## config.mk

```make
export PLATFORM = sky130hd
export DESIGN_NAME = elevator_car_ctrl_flat
export DESIGN_NICKNAME = d
export VERILOG_FILES = /design/src/rtl/elevator_pkg.sv /design/src/rtl/elevator_car_ctrl_if.sv /design/src/rtl/elevator_req_scan.sv /design/src/rtl/elevator_car_ctrl.sv /design/src/flat_wrapper.sv
export SDC_FILE = /design/constraint.sdc
export NUM_CORES = 1
export LEC_CHECK = 0
export BUFFER_PORTS_ARGS = -buffer_cell sky130_fd_sc_hd__clkbuf_2
export CAP_MARGIN = 20
export CORE_AREA = 2 2 84 86
export DETAILED_ROUTE_END_ITERATION = 7
export DIE_AREA = 0 0 86 88
export HOLD_SLACK_MARGIN = 0.05
export MAX_ROUTING_LAYER = met4
export PLACE_DENSITY = 0.72
export SLEW_MARGIN = 20
export SYNTH_ARGS = -nofsm -noshare
export SYNTH_HDL_FRONTEND = slang
export SYNTH_SLANG_ARGS = --single-unit
```

## constraint.sdc

```tcl
create_clock -name clk -period 4.7 [get_ports clk]
set_clock_uncertainty 0.2 [all_clocks]
set_input_delay 0.47 -clock clk [delete_from_list [all_inputs] [get_ports clk]]
set_output_delay 0.47 -clock clk [all_outputs]
set_load 0.1 [all_outputs]
```

## src/rtl/elevator_pkg.sv

```systemverilog
`default_nettype none
// ----------------------------------------------------------------------------
// elevator_pkg : shared state and direction encodings for the car controller
// Rev 1.0
// ----------------------------------------------------------------------------
package elevator_pkg;

    typedef enum logic [1:0] {
        IDLE = 2'd0,
        MOVE = 2'd1,
        DOOR = 2'd2
    } car_state_e;

    localparam logic DIR_UP   = 1'b1;
    localparam logic DIR_DOWN = 1'b0;

endpackage
`default_nettype wire

```

## src/rtl/elevator_car_ctrl_if.sv

```systemverilog
`default_nettype none
// ----------------------------------------------------------------------------
// elevator_car_ctrl_if : call inputs and car status between building and car
// Rev 1.0
// ----------------------------------------------------------------------------
interface elevator_car_ctrl_if
    import elevator_pkg::*;
#(
    parameter int NUM_FLOORS = 8
) ();
    localparam int FLOOR_W = (NUM_FLOORS > 1) ? $clog2(NUM_FLOORS) : 1;

    logic [NUM_FLOORS-1:0] car_buttons;
    logic [NUM_FLOORS-1:0] hall_up;
    logic [NUM_FLOORS-1:0] hall_down;
    logic [FLOOR_W-1:0]    current_floor;
    logic                  current_dir;
    logic                  moving;
    logic                  door_open;
    logic                  arrive;
    logic [NUM_FLOORS-1:0] pending;

    modport master (
        output car_buttons, hall_up, hall_down,
        input  current_floor, current_dir, moving, door_open, arrive, pending
    );

    modport slave (
        input  car_buttons, hall_up, hall_down,
        output current_floor, current_dir, moving, door_open, arrive, pending
    );

endinterface
`default_nettype wire

```

## src/rtl/elevator_req_scan.sv

```systemverilog
`default_nettype none
// ----------------------------------------------------------------------------
// elevator_req_scan : locates pending calls above / below / at a given floor
// Rev 1.0
// ----------------------------------------------------------------------------
module elevator_req_scan
    import elevator_pkg::*;
#(
    parameter int NUM_FLOORS = 8
) (
    input  logic [NUM_FLOORS-1:0]                                     mask_i,
    input  logic [((NUM_FLOORS > 1) ? $clog2(NUM_FLOORS) : 1)-1:0]    floor_i,
    input  logic                                                      dir_i,
    output logic                                                      any_above_o,
    output logic                                                      any_below_o,
    output logic                                                      here_o,
    output logic                                                      ahead_o
);
    localparam int FLOOR_W = (NUM_FLOORS > 1) ? $clog2(NUM_FLOORS) : 1;

    always_comb begin
        any_above_o = 1'b0;
        any_below_o = 1'b0;
        for (int i = 0; i < NUM_FLOORS; i++) begin
            if (FLOOR_W'(i) > floor_i) any_above_o = any_above_o | mask_i[i];
            if (FLOOR_W'(i) < floor_i) any_below_o = any_below_o | mask_i[i];
        end
    end

    assign here_o  = mask_i[floor_i];
    assign ahead_o = (dir_i == DIR_UP) ? any_above_o : any_below_o;

endmodule
`default_nettype wire

```

## src/rtl/elevator_car_ctrl.sv

```systemverilog
`default_nettype none
// ----------------------------------------------------------------------------
// elevator_car_ctrl : single-car collective SCAN controller with timed travel
// Rev 1.0
// ----------------------------------------------------------------------------
module elevator_car_ctrl
    import elevator_pkg::*;
#(
    parameter int NUM_FLOORS    = 8,
    parameter int TRAVEL_CYCLES = 4,
    parameter int DOOR_CYCLES   = 3,
    parameter int DEFAULT_FLOOR = 0
) (
    input  logic                 clk,
    input  logic                 reset,
    elevator_car_ctrl_if.slave   car_if
);
    localparam int FLOOR_W = (NUM_FLOORS > 1) ? $clog2(NUM_FLOORS) : 1;
    localparam int TMAX    = (TRAVEL_CYCLES > DOOR_CYCLES) ? TRAVEL_CYCLES : DOOR_CYCLES;
    localparam int TIMER_W = (TMAX > 1) ? $clog2(TMAX) : 1;
    localparam logic [TIMER_W-1:0]    TRAVEL_LOAD = TIMER_W'(TRAVEL_CYCLES - 1);
    localparam logic [TIMER_W-1:0]    DOOR_LOAD   = TIMER_W'(DOOR_CYCLES - 1);
    localparam logic [NUM_FLOORS-1:0] UP_VALID    = {1'b0, {(NUM_FLOORS-1){1'b1}}};
    localparam logic [NUM_FLOORS-1:0] DN_VALID    = {{(NUM_FLOORS-1){1'b1}}, 1'b0};

    car_state_e            state_q, state_d;
    logic [FLOOR_W-1:0]    floor_q, floor_d;
    logic                  dir_q, dir_d;
    logic [TIMER_W-1:0]    timer_q, timer_d;
    logic                  arrive_q, arrive_d;
    logic [NUM_FLOORS-1:0] pend_car_q, pend_car_d;
    logic [NUM_FLOORS-1:0] pend_up_q, pend_up_d;
    logic [NUM_FLOORS-1:0] pend_dn_q, pend_dn_d;

    logic [NUM_FLOORS-1:0] car_in, up_in, dn_in, pend_all;
    logic [NUM_FLOORS-1:0] clr_car, clr_up, clr_dn, blk_car, blk_up, blk_dn;
    logic [FLOOR_W-1:0]    floor_nxt;
    logic any_above_cur, any_below_cur, here_cur, ahead_cur;
    logic unused_above_nxt, unused_below_nxt, here_nxt, ahead_nxt;
    logic same_nxt, opp_nxt, stop_nxt, flip_nxt, door_reload;

    assign car_in    = car_if.car_buttons;
    assign up_in     = car_if.hall_up & UP_VALID;
    assign dn_in     = car_if.hall_down & DN_VALID;
    assign pend_all  = pend_car_q | pend_up_q | pend_dn_q;
    assign floor_nxt = (dir_q == DIR_UP) ? floor_q + FLOOR_W'(1) : floor_q - FLOOR_W'(1);

    elevator_req_scan #(.NUM_FLOORS(NUM_FLOORS)) u_scan_cur (
        .mask_i(pend_all), .floor_i(floor_q), .dir_i(dir_q),
        .any_above_o(any_above_cur), .any_below_o(any_below_cur),
        .here_o(here_cur), .ahead_o(ahead_cur)
    );

    elevator_req_scan #(.NUM_FLOORS(NUM_FLOORS)) u_scan_nxt (
        .mask_i(pend_all), .floor_i(floor_nxt), .dir_i(dir_q),
        .any_above_o(unused_above_nxt), .any_below_o(unused_below_nxt),
        .here_o(here_nxt), .ahead_o(ahead_nxt)
    );

    // Stop on a car call or a same-direction hall call; at the end of the sweep
    // the opposite hall call is taken and the car reverses on the same edge.
    assign same_nxt    = (dir_q == DIR_UP) ? pend_up_q[floor_nxt] : pend_dn_q[floor_nxt];
    assign opp_nxt     = (dir_q == DIR_UP) ? pend_dn_q[floor_nxt] : pend_up_q[floor_nxt];
    assign stop_nxt    = pend_car_q[floor_nxt] | same_nxt | (here_nxt & ~ahead_nxt);
    assign flip_nxt    = ~ahead_nxt & opp_nxt;
    assign door_reload = car_in[floor_q] |
                         ((dir_q == DIR_UP) ? up_in[floor_q] : dn_in[floor_q]);

    always_ff @(posedge clk or posedge reset) begin
        if (reset) begin
            state_q    <= IDLE;
            floor_q    <= FLOOR_W'(DEFAULT_FLOOR);
            dir_q      <= DIR_UP;
            timer_q    <= '0;
            arrive_q   <= 1'b0;
            pend_car_q <= '0;
            pend_up_q  <= '0;
            pend_dn_q  <= '0;
        end else begin
            state_q    <= state_d;
            floor_q    <= floor_d;
            dir_q      <= dir_d;
            timer_q    <= timer_d;
            arrive_q   <= arrive_d;
            pend_car_q <= pend_car_d;
            pend_up_q  <= pend_up_d;
            pend_dn_q  <= pend_dn_d;
        end
    end

    always_comb begin
        state_d  = state_q;
        floor_d  = floor_q;
        dir_d    = dir_q;
        timer_d  = timer_q;
        arrive_d = 1'b0;
        clr_car  = '0;
        clr_up   = '0;
        clr_dn   = '0;
        blk_car  = '0;
        blk_up   = '0;
        blk_dn   = '0;
        unique case (state_q)
            IDLE: begin
                if (here_cur) begin
                    state_d          = DOOR;
                    timer_d          = DOOR_LOAD;
                    clr_car[floor_q] = 1'b1;
                    clr_up[floor_q]  = 1'b1;
                    clr_dn[floor_q]  = 1'b1;
                end else if (ahead_cur) begin
                    state_d = MOVE;
                    timer_d = TRAVEL_LOAD;
                end else if (any_above_cur | any_below_cur) begin
                    dir_d   = (dir_q == DIR_UP) ? DIR_DOWN : DIR_UP;
                    state_d = MOVE;
                    timer_d = TRAVEL_LOAD;
                end
            end
            MOVE: begin
                if (timer_q != '0) begin
                    timer_d = timer_q - TIMER_W'(1);
                end else begin
                    floor_d = floor_nxt;
                    if (stop_nxt) begin
                        state_d            = DOOR;
                        arrive_d           = 1'b1;
                        timer_d            = DOOR_LOAD;
                        clr_car[floor_nxt] = 1'b1;
                        if (dir_q == DIR_UP) clr_up[floor_nxt] = 1'b1;
                        else                 clr_dn[floor_nxt] = 1'b1;
                        if (flip_nxt) begin
                            dir_d = (dir_q == DIR_UP) ? DIR_DOWN : DIR_UP;
                            if (dir_q == DIR_UP) clr_dn[floor_nxt] = 1'b1;
                            else                 clr_up[floor_nxt] = 1'b1;
                        end
                    end else begin
                        timer_d = TRAVEL_LOAD;
                    end
                end
            end
            DOOR: begin
                // Calls for this floor in the travel direction just keep the door open.
                blk_car[floor_q] = 1'b1;
                if (dir_q == DIR_UP) blk_up[floor_q] = 1'b1;
                else                 blk_dn[floor_q] = 1'b1;
                if (door_reload)           timer_d = DOOR_LOAD;
                else if (timer_q == '0)    state_d = IDLE;
                else                       timer_d = timer_q - TIMER_W'(1);
            end
            default: state_d = IDLE;
        endcase
        pend_car_d = (pend_car_q | (car_in & ~blk_car)) & ~clr_car;
        pend_up_d  = (pend_up_q  | (up_in  & ~blk_up))  & ~clr_up;
        pend_dn_d  = (pend_dn_q  | (dn_in  & ~blk_dn))  & ~clr_dn;
    end

    always_comb begin
        car_if.current_floor = floor_q;
        car_if.current_dir   = dir_q;
        car_if.moving        = (state_q == MOVE);
        car_if.door_open     = (state_q == DOOR);
        car_if.arrive        = arrive_q;
        car_if.pending       = pend_all;
    end

endmodule
`default_nettype wire

```

## src/flat_wrapper.sv

```systemverilog
// flat-port wrapper written by rule: the top's interface ports become plain ports
module elevator_car_ctrl_flat import elevator_pkg::*;
#(
    parameter int NUM_FLOORS    = 8,
    parameter int TRAVEL_CYCLES = 4,
    parameter int DOOR_CYCLES   = 3,
    parameter int DEFAULT_FLOOR = 0
)
  (clk, reset, car_if_car_buttons, car_if_hall_up, car_if_hall_down, car_if_current_floor, car_if_current_dir, car_if_moving, car_if_door_open, car_if_arrive, car_if_pending);
  elevator_car_ctrl_if #(.NUM_FLOORS(NUM_FLOORS)) car_if_i ();
  input  logic clk;
  input  logic reset;
  input wire logic [$bits(car_if_i.car_buttons)-1:0] car_if_car_buttons;
  input wire logic [$bits(car_if_i.hall_up)-1:0] car_if_hall_up;
  input wire logic [$bits(car_if_i.hall_down)-1:0] car_if_hall_down;
  output wire logic [$bits(car_if_i.current_floor)-1:0] car_if_current_floor;
  output wire logic [$bits(car_if_i.current_dir)-1:0] car_if_current_dir;
  output wire logic [$bits(car_if_i.moving)-1:0] car_if_moving;
  output wire logic [$bits(car_if_i.door_open)-1:0] car_if_door_open;
  output wire logic [$bits(car_if_i.arrive)-1:0] car_if_arrive;
  output wire logic [$bits(car_if_i.pending)-1:0] car_if_pending;
  assign car_if_i.car_buttons = car_if_car_buttons;
  assign car_if_i.hall_up = car_if_hall_up;
  assign car_if_i.hall_down = car_if_hall_down;
  assign car_if_current_floor = car_if_i.current_floor;
  assign car_if_current_dir = car_if_i.current_dir;
  assign car_if_moving = car_if_i.moving;
  assign car_if_door_open = car_if_i.door_open;
  assign car_if_arrive = car_if_i.arrive;
  assign car_if_pending = car_if_i.pending;
  elevator_car_ctrl #(.NUM_FLOORS(NUM_FLOORS), .TRAVEL_CYCLES(TRAVEL_CYCLES), .DOOR_CYCLES(DOOR_CYCLES), .DEFAULT_FLOOR(DEFAULT_FLOOR)) u_core (.clk(clk), .reset(reset), .car_if(car_if_i));
endmodule
```

==> results.ini <==
[clocking]
post_cts_buffers=0
clkSinkCount=33
cts_max_level=2
cts_inserted_buffers=5
clk_path_buf_depth=2
hold_buffers=0
cts_tree=built
post_cts_resized=0
root_buffer=clkbuf_8
clkLatencyLatePin_ns=0.28
clk_pin_slew_ns=0.07

[global_routing]
antenna_found_initial=0
grt-ovfl-total=0
grt_pass1_vias=2982
grt_pass1_wl_mm=16.45
grt_max_degree=34
track_usage_pct=29.11

[logic_synthesis]
synth_top_family_by_area=compound AO/OA/AOI/OAI gates
ys_warn_count=0
async_flop_share_pct=100.0
synth_top_area_share_pct=24.63
synth-seq-cells=33
synth-main-ff-cell=dfrtp_1
yosys.area_share.simple_pct=18.01
synth_most_common_cell=nand2_1
synth_cells=360
synth.area.mux_share_pct=11.32
syn-num-nets=396
synthAdderAreaFrac_pct=3.849
avgSynthCellArea_um2=9.029
netlist_area_mm2=0.003251
synth_area_leaders=dfrtp_1 (25%), mux4_2 (8.3%), a21oi_1 (4.9%)
yosysTopAreaCell=dfrtp_1
synth_compound_area_share_pct=31.06
seq_area_frac_synth_pct=25.44
ys_types=71
synth_edf_count=0
yosys-top-cells-count=nand2_1 (37), a21oi_1 (32), dfrtp_1 (32)
synth-xor-area-share_pct=2.463

[floorplanning]
start_util_pct=48.93
ios=41
die_w_um=86
die_h_um=88
core_area_mm2=0.006644
dieArea_mm2=0.007568
fp-row-count=30

[sta]
post-route-min-period_ns=4.192
grt_setup_unrepaired=false
setup_tns_ns=0
fmax_mhz=238.6
finalSetupViolCount=0
finalMaxSlewViolations=0
period_share_pct=89.19
relSlewSlack_pct=48.36
tightest_slew_ns=0.7747
finalHoldViolations=0

[hold_path]
holdCritPathClass=primary input to asynchronous set/reset pin

[power]
ir_drop_mv=0.3551
switching_share_pct=55.28
pwr-share-clk_pct=10.0
p_leak_nw=1.334
netSwitchingPower_mw=1.545
power.density_mw_per_mm2=785.7
p_int_mw=1.250
combPwrFrac_pct=71.9
power.share.sequential_pct=18.0

[routing]
drt-total-wl_mm=10.20
wl_per_cell_um=21.79
vias=3264
drt-pass1-iter-count=6
drc=0
drtIter0Drc=486
detail-route-antenna-nets=0
viasPerCell=6.974

[cells_and_area]
areaGrowthSynthToFinish_pct=9.430
diodes=0
fillers=638
final_layout_size_suffix_gt1_share_pct=24.23
final_nets=423
postLayoutCoreUtil_pct=53.54

[setup_path]
path_max_fanout=25
critical_path_required_ns=4.61
startpoint_type=flip-flop
end_kind=flip-flop
setup.worst_path.class=flip-flop to flip-flop
worstReg2RegEnd=u_core.pend_up_q[1]$_DFF_PP0_
crit_arrival_ns=4.10
r2r_start=u_core.car_if.current_floor[0]$_DFFE_PP0P_
ff2ff_setup_slack_ns=0.51
reg2reg_depth=11

[status]
status=finished, final reports clean

[placed_design]
hpwl_mm=7.628
place_congestion=1.012
port_buffers=38

[job]
max-cap-violations=0

[per-layer routing]
metal / track usage [%] / vias to the layer above / part of all wire, %
met5: - / - / 0
met4: 9.524 / 0 / 2.7
met3: 3.393 / 23 / 11
met2: 42.71 / 250 / 45
met1: 41.90 / 1547 / 41
li1: - / 1444 / -
[sequential cells by signal, summed over array words and instances, names as in the netlist]
name / cells
u_core.car_if.arrive: 1
u_core.state_q: 2
u_core.car_if.current_dir: 1
u_core.pend_dn_q: 8
u_core.car_if.current_floor: 3
u_core.pend_up_q: 8
u_core.timer_q: 2
u_core.pend_car_q: 8
[cells by family after synthesis]
family,Yosys count
AND/OR/NAND/NOR,110
buffers and inverters,50
XOR/XNOR,4
multiplexers,21
AO/OA/AOI/OAI,132
adder cells (fa/ha/maj),10
flip-flops,33
[power by group through the flow]
stage / Sequential, mW / Combinational, mW / Clock, mW
2_1_floorplan: 0.558 / 1.53 / 0
3_3_place_gp: 0.501 / 1.95 / 0
3_5_place_dp: 0.506 / 1.97 / 0
4_1_cts: 0.500 / 1.97 / 0.285
5_1_grt: 0.515 / 2.16 / 0.299
6_report: 0.504 / 2.01 / 0.281
[critical path, cell delays in order (launching register included)]
cell and delay [ns]:
dfrtp_1 0.35, buf_4 0.29, inv_1 0.10, ha_1 0.54
buf_4 0.31, xnor2_2 0.17, nor2_2 0.27, o21ai_0 0.21
a2111oi_4 0.53, o21ai_4 0.16, a21oi_2 0.66, a311oi_1 0.22
[cell type report]
| class | count | area [µm²] | area share, % |
|---|---|---|---|
| flip-flops and latches | 33 | 827.0 | 23.25 |
| clock buffers | 7 | 86.33 | 2.427 |
| well taps | 80 | 100.1 | 2.814 |
| clock inverters | 1 | 30.03 | 0.8442 |
| multi-input cells | 277 | 2173 | 61.10 |
| repair buffers | 46 | 250.2 | 7.035 |
| inverters | 24 | 90.09 | 2.533 |
[worst max path at each step]
stage / from / end / cells after the start
floorplan: u_core.car_if.current_floor[1]$_DFFE_PP0P_ / u_core.pend_dn_q[4]$_DFF_PP0_ / 13
global route: u_core.car_if.current_floor[0]$_DFFE_PP0P_ / u_core.pend_up_q[1]$_DFF_PP0_ / 11
CTS: u_core.car_if.current_floor[0]$_DFFE_PP0P_ / u_core.pend_dn_q[2]$_DFF_PP0_ / 11
detailed placement: u_core.car_if.current_floor[0]$_DFFE_PP0P_ / u_core.pend_dn_q[2]$_DFF_PP0_ / 11
finish: u_core.car_if.current_floor[0]$_DFFE_PP0P_ / u_core.pend_up_q[1]$_DFF_PP0_ / 11
global placement: u_core.car_if.current_floor[0]$_DFFE_PP0P_ / u_core.pend_dn_q[1]$_DFF_PP0_ / 11
[cell usage in the layout (no fill, tap or decap), drive strengths merged, types with 3 or more instances in the layout]
cell     instances
a2111oi          4
mux2             3
mux2i            6
nand3b           3
nand2           37
nor3            15
a21oi           34
mux4            12
o21a             3
a31oi            4
and2             7
dfrtp           32
nand3           10
o21ai           12
nor4             3
a22oi            3
buf              8
a211oi          14
clkbuf          45
and3             3
nor3b            5
inv             24
a221oi          18
a311oi           8
o211ai           4
ha              10
o22ai            9
nor2            15
nand2b           4
[per-stage QoR]
stage | power (mW) | setup slack (ns) | hold slack, ns | cells | area, µm²
after floorplan | 2.086 | 0.7059 | 0.2976 | 360 | 3251
after global placement | 2.446 | 0.6682 | 0.3253 | 460 | 3441
after detailed placement | 2.471 | 0.6261 | 0.3268 | 460 | 3441
after CTS | 2.758 | 0.5884 | 0.06452 | 468 | 3557
after global routing | 2.977 | 0.3085 | 0.1051 | 468 | 3557
final | 2.795 | 0.5081 | 0.05035 | 468 | 3557
Power figures use the tool's default switching activity.
